[src/rtl/alu_arbiter.sv]
// Two-requester round-robin front end for the shared 32-bit alu; rsp_valid rises lat edges after accept
// (MUL_LAT for mul, ALU_LAT otherwise); the result is held until the owner takes it, and no new request is accepted meanwhile.

module alu (
    input  logic [31:0] a,
    input  logic [31:0] b,
    input  logic [2:0]  opcode,
    output logic [31:0] c,
    output logic [2:0]  d
);
    logic [32:0] wide;
    logic [31:0] sra_res;

    assign sra_res = 32'($signed(a) >>> b[4:0]);

    // bit 32 carries the add carry-out / sub borrow; status is {zero, negative, carry}
    always_comb begin
        wide = '0;
        case (opcode)
            3'b000:  wide = {1'b0, a << b[4:0]};
            3'b001:  wide = {1'b0, sra_res};
            3'b010:  wide = {1'b0, a} + {1'b0, b};
            3'b011:  wide = {1'b0, a} - {1'b0, b};
            3'b100:  wide = {1'b0, a * b};
            3'b101:  wide = {1'b0, a & b};
            3'b110:  wide = {1'b0, a | b};
            default: wide = {1'b0, ~a};
        endcase
    end

    assign c = wide[31:0];
    assign d = {(wide[31:0] == 32'd0), wide[31], wide[32]};
endmodule

module alu_arbiter #(
    parameter int MUL_LAT = 4,
    parameter int ALU_LAT = 1
) (
    input  logic        clk,
    input  logic        rst,
    input  logic [1:0]  req_valid,
    output logic [1:0]  req_ready,
    input  logic [31:0] req_a0,
    input  logic [31:0] req_b0,
    input  logic [2:0]  req_op0,
    input  logic [31:0] req_a1,
    input  logic [31:0] req_b1,
    input  logic [2:0]  req_op1,
    output logic [1:0]  rsp_valid,
    input  logic [1:0]  rsp_ready,
    output logic [31:0] rsp_c,
    output logic [2:0]  rsp_d,
    output logic        busy
);
    typedef enum logic [1:0] {IDLE, EXEC, RESP} state_t;

    localparam int MAX_LAT = (MUL_LAT > ALU_LAT) ? MUL_LAT : ALU_LAT;
    localparam int CNT_W   = (MAX_LAT > 1) ? $clog2(MAX_LAT) : 1;
    localparam logic [CNT_W-1:0] MUL_CNT = CNT_W'(MUL_LAT - 1);
    localparam logic [CNT_W-1:0] ALU_CNT = CNT_W'(ALU_LAT - 1);

    state_t          state_q, state_d;
    logic [CNT_W-1:0] cnt_q, cnt_d;
    logic [31:0]     a_q, a_d, b_q, b_d;
    logic [2:0]      op_q, op_d;
    logic            owner_q, owner_d;
    logic            last_q, last_d;
    logic [1:0]      rsp_valid_q, rsp_valid_d;
    logic [31:0]     res_c_q, res_c_d;
    logic [2:0]      res_st_q, res_st_d;

    logic            win;
    logic            win_vld;
    logic [31:0]     sel_a, sel_b;
    logic [2:0]      sel_op;
    logic [31:0]     alu_c;
    logic [2:0]      alu_d;

    // On a tie the requester that did not finish most recently wins
    always_comb begin
        win = 1'b0;
        case (req_valid)
            2'b10:   win = 1'b1;
            2'b11:   win = ~last_q;
            default: win = 1'b0;
        endcase
    end

    assign win_vld   = |req_valid;
    assign req_ready = (state_q == IDLE && win_vld) ? (win ? 2'b10 : 2'b01) : 2'b00;
    assign sel_a     = win ? req_a1  : req_a0;
    assign sel_b     = win ? req_b1  : req_b0;
    assign sel_op    = win ? req_op1 : req_op0;

    alu u_alu (
        .a      (a_q),
        .b      (b_q),
        .opcode (op_q),
        .c      (alu_c),
        .d      (alu_d)
    );

    always_comb begin
        state_d     = state_q;
        cnt_d       = cnt_q;
        a_d         = a_q;
        b_d         = b_q;
        op_d        = op_q;
        owner_d     = owner_q;
        last_d      = last_q;
        rsp_valid_d = rsp_valid_q;
        res_c_d     = res_c_q;
        res_st_d    = res_st_q;
        case (state_q)
            IDLE: begin
                if (win_vld) begin
                    a_d     = sel_a;
                    b_d     = sel_b;
                    op_d    = sel_op;
                    owner_d = win;
                    cnt_d   = (sel_op == 3'b100) ? MUL_CNT : ALU_CNT;
                    state_d = EXEC;
                end
            end
            EXEC: begin
                if (cnt_q != '0) begin
                    cnt_d = cnt_q - 1'b1;
                end else begin
                    res_c_d     = alu_c;
                    res_st_d    = alu_d;
                    rsp_valid_d = owner_q ? 2'b10 : 2'b01;
                    state_d     = RESP;
                end
            end
            RESP: begin
                if (rsp_ready[owner_q]) begin
                    rsp_valid_d = 2'b00;
                    last_d      = owner_q;
                    state_d     = IDLE;
                end
            end
            default: state_d = IDLE;
        endcase
    end

    always_ff @(posedge clk or posedge rst) begin
        if (rst) begin
            state_q     <= IDLE;
            cnt_q       <= '0;
            a_q         <= '0;
            b_q         <= '0;
            op_q        <= '0;
            owner_q     <= 1'b0;
            last_q      <= 1'b1;
            rsp_valid_q <= 2'b00;
            res_c_q     <= '0;
            res_st_q    <= '0;
        end else begin
            state_q     <= state_d;
            cnt_q       <= cnt_d;
            a_q         <= a_d;
            b_q         <= b_d;
            op_q        <= op_d;
            owner_q     <= owner_d;
            last_q      <= last_d;
            rsp_valid_q <= rsp_valid_d;
            res_c_q     <= res_c_d;
            res_st_q    <= res_st_d;
        end
    end

    assign rsp_valid = rsp_valid_q;
    assign rsp_c     = res_c_q;
    assign rsp_d     = res_st_q;
    assign busy      = (state_q != IDLE);
endmodule

[config.mk]
export PLATFORM = sky130hd
export DESIGN_NAME = alu_arbiter
export DESIGN_NICKNAME = d
export VERILOG_FILES = /design/src/rtl/alu_arbiter.sv
export SDC_FILE = /design/constraint.sdc
export NUM_CORES = 2
export LEC_CHECK = 0
export BUFFER_PORTS_ARGS = -buffer_cell sky130_fd_sc_hd__buf_2
export CORE_UTILIZATION = 40
export CTS_BUF_LIST = sky130_fd_sc_hd__clkbuf_8
export DETAILED_ROUTE_END_ITERATION = 10
export PLACE_DENSITY = 0.56
export SETUP_SLACK_MARGIN = 0.3
export SYNTH_ARGS = -nofsm -noshare
export SYNTH_HDL_FRONTEND = slang
export SYNTH_HIERARCHICAL = 1
export SYNTH_SLANG_ARGS = --single-unit
[constraint.sdc]
create_clock -name clk -period 11.6 [get_ports clk]
set_clock_uncertainty 0.1 [all_clocks]
set_input_delay 0 -clock clk [delete_from_list [all_inputs] [get_ports clk]]
set_output_delay 0 -clock clk [all_outputs]
set_load 0.005 [all_outputs]
==> run summary <==
The die covers between 70000 and 80000 um2. The initial detailed-routing violation count is approximately 3k. In this run the top signal layer used is met5. The net count of the mapped netlist came out at 4059.

In the synthesized netlist the dominant register cell turns out to be dfrtp_1. The startpoint identified for the worst register-to-register timing path is a_q[7]. Buffers added to address setup during post-CTS repair amount to 0. The endpoint arrival time on the critical path is 9.64 ns.

Counting both buffers and inverters, the worst setup path holds a total of 3. The worst setup path is captured at a register. Before antenna repair, the detailed router went through 9 iterations. Of the cells placed in the final design, the portion with a size suffix greater than 1 is 0.121. The overall overflow remaining after global route is 0. The flow ran to the end, and the final reports show no timing, DRC or antenna violations. The worst register-to-register path has a depth of 25.

The count of boundary I/O pins is 180. The mean cell area of the mapped netlist is about 8.5 um2. The final cycle utilization of the critical path is 0.803.

The gate count of the mapped netlist is ~3.4k. The met3 wirelength from detailed routing came out at between 10000 and 15000 um. The final-layout setup total negative slack came out at 0 ns.

The HPWL after detailed placement is between 80000 and 90000 um. The CTS tree is built. The max-slew violation count is 0.

The number of vias per cell is approximately 6. Setup repair after global routing left no endpoint under its margin. The total of endpoints with negative setup slack in the final report is 0.

The maximum single-stage delay on the critical path is 1.03 ns. The critical path starts at a_q[7]. The first global-routing pass estimated 177000 um of wire. The total met2 wirelength after detailed routing is about 52000 um. The destination of the worst register-to-register timing path is rsp_d[2]. The largest net degree at the start of global routing came out at between 70 and 80. The floorplan has slightly below 100 rows. The synthesis-to-layout area growth is 11.4%. The family with the most delay on the worst path is adder cells.

The combined area of all synthesized cells came out at approximately 29000 um2. Dividing the detail-routed wire length by the instance count gives about 27 um. In this run, CTS created clock tree buffers numbering 9. The cell depth of the worst hold path is 4. In the global route stage, overall resource usage came out at 0.335. The core area came out at 70300 um2. The relative max-transition margin is 0.175. The H-tree was split into 3 levels. The final layout contains about 4.2k nets. The root buffer cell is clkbuf_8.

The critical path is of the register to register type. The starting density of the core is 0.406. The met1 routed wirelength after detailed routing is approximately 48000 um. After clock tree synthesis, the clock-pin slew on the worst setup and hold paths is 0.14 ns. The routed layout has about 27k vias. The total routed wirelength is approximately 120000 um.

Counting stages on the worst path, the most repeated cell is fa_1. For this run, asynchronously set or reset flops after synthesis account for 1.00. The number of global-route vias before repair came out at between 20k and 30k. The number of buffers between clock root and the deepest sink is 2.

The achievable clock frequency is 107 MHz. The total count of hold-check failures in the final report came out at 0. The largest individual stage delay along the critical path comes from the cell dfrtp_1. In the routed design, unresolved DRC markers number 0.

Hold timing on the final database bottoms out at a slack of between 0.04 and 0.05 ns. The number of enable flip-flop cells after synthesis came out at 0. The horizontal die dimension is between 200 and 300 um.

The chip height came out at 269 um. Input and output buffers added on the ports amount to 179. The count of state elements after synthesis is 110. Of all nets on the critical path, the largest fanout is 16.

The part of the Yosys area used for sequential elements came out at 0.0966. The worst path required time is between 10 and 15 ns. The number of warning messages in the yosys log came out at 6. The path with the worst hold slack has its endpoint at cnt_q[0].

The transition at the pin with the smallest max-transition slack is about 1.2 ns. The tightest min-delay check is of the input port to register type. The final critical delay including setup and external delays came out at around 9.3 ns. Routability-driven placement finished with a final weighted congestion of about 1.1. The number of sinks on the clock net came out at 110.

The startpoint identified for the worst hold timing path is req_valid[1]. The clock insertion delay at the later pin of the skew report is 0.49 ns. The initial antenna violation count is 3. The post-detailed-route count of antenna-violating nets is 0. The max-capacitance violation count came out at 0. STA classifies the critical path startpoint as a register. The distinct cell type count after synthesis is 91. The register-to-register setup slack is around 2.3 ns.
-- timing repair --
action,4_1_cts,5_1_grt
setup endpoints to repair,0,0
hold buffers,142,0
gates resized for setup,0,0
endpoints found under the hold margin,126,0
-- worst register-to-register path, stage by stage, from the launching register on --
cell and delay (ns):
dfrtp_1 1.03, buf_4 0.43, and2_1 0.19, fa_1 0.44, fa_1 0.52, inv_1 0.05
fa_1 0.39, fa_1 0.53, fa_1 0.54, inv_1 0.05, fa_1 0.46, fa_1 0.52
fa_1 0.42, ha_1 0.40, o21a_1 0.26, o21a_1 0.17, o21ai_0 0.34, o2111ai_1 0.29
a21o_1 0.23, a211oi_1 0.39, a22oi_1 0.21, nor4_1 0.35, nand4b_1 0.14, or4_4 0.45
nor4b_4 0.21, mux2_2 0.18
-- Yosys cell counts, types with 10 or more instances --
cell type,count,area share
inv_1,495,0.065
fa_1,409,0.29
nand2_1,375,0.049
and2_1,222,0.049
clkbuf_1,185,0.024
nor2_1,182,0.024
ha_1,160,0.070
a21oi_1,132,0.023
o21ai_0,123,0.022
dfrtp_1,109,0.096
nor3_1,100,0.018
xnor2_1,93,0.029
a221o_1,69,0.024
mux4_2,54,0.043
mux2_2,53,0.021
mux2i_1,42,0.015
nand3_1,41,0.0072
buf_2,38,0.0067
xor2_1,33,0.010
a211oi_1,26,0.0068
buf_1,21,0.0028
nand2b_1,20,0.0044
o211ai_1,19,0.0050
o22ai_1,19,0.0042
a21o_1,18,0.0047
o21a_1,18,0.0047
nor4_1,17,0.0037
o31ai_1,15,0.0040
a22oi_1,13,0.0034
a31oi_1,13,0.0029
buf_6,12,0.0047
o21bai_1,12,0.0032
o221ai_1,12,0.0037
a221oi_1,11,0.0034
nor2b_1,11,0.0024
and3_1,10,0.0022
nand4_1,10,0.0022
-- state kept, by name, summed over array words and instances (netlist names) --
signal and cells:
a_q 32, b_q 32, rsp_c 32, op_q 3, rsp_d 3, cnt_q 2
rsp_valid 2, state_q 2, last_q 1, owner_q 1
-- layout make-up --
cell class              count  area [um2]
fillers                  6958       38500
multi-input cells        2479       22700
repair buffers            414        3020
flip-flops and latches    110        2770
inverters                 499        1880
well taps                 940        1180
clock buffers               9         124
clock inverters             7        61.3
diodes                      4        10.0
-- metrics by stage --
| stage | utilization | std cells | cell area (um2) | worst slack [ns] |
|---|---|---|---|---|
| final | 0.452 | 4462 | 31700 | 2.29 |
| after global routing | 0.452 | 4458 | 31700 | 2.06 |
| after CTS | 0.452 | 4458 | 31700 | 2.49 |
| after detailed placement | 0.429 | 4300 | 30100 | 2.52 |
| after global placement | 0.429 | 4300 | 30100 | 2.75 |
| after floorplan | - | 3350 | 28500 | 2.38 |
-- cell families after synthesis --
group / count (synthesis) / synth area share
compound gates: 589 / 0.142
simple gates: 1042 / 0.177
mux: 152 / 0.0799
fa+ha+maj: 569 / 0.358
buf+inv: 761 / 0.107
flops: 110 / 0.0966
xor+xnor: 127 / 0.0395
-- placed cells by master, fill, tap and decap left out, drive strengths merged, types with 9 or more instances in the layout --
cell	synthesis	layout
o21a	18	18
o21ai	130	130
a22oi	13	13
dfrtp	109	109
nor3	100	100
nor2	182	182
a211oi	26	26
or3	9	9
o211ai	19	19
inv	496	503
fa	409	409
o31ai	16	16
nand3	41	41
o22ai	19	19
a21o	18	18
buf	77	272
mux4	54	54
nand2b	20	20
and2	222	222
xnor2	93	93
mux2i	43	43
nor4	18	18
dlygate4sd3	0	142
nand2	375	375
a21oi	133	133
clkbuf	185	9
nand4	10	10
a211o	9	9
and3	10	10
nor3b	9	9
a221oi	12	12
o21bai	12	12
ha	160	160
mux2	55	55
a221o	69	69
a22o	9	9
a31oi	13	13
xor2	33	33
o221ai	12	12
nor2b	11	11
-- layer usage --
metal,vias up,track usage
met5,-,0
met1,13400,0.457
li1,11400,-
met4,4,0.146
met3,299,0.0783
met2,1538,0.504
-- worst max path at each step --
stage	to	cells after the start	slack, ns
global placement	rsp_d[2]	25	2.75
floorplan	rsp_d[2]	31	2.38
global route	rsp_d[2]	25	2.06
CTS	rsp_d[2]	25	2.49
finish	rsp_d[2]	25	2.29
detailed placement	rsp_d[2]	25	2.52
Power is left out: the tool's default activity adds up to more than one toggle a clock period on the data nets, which glitch-free logic cannot reach.
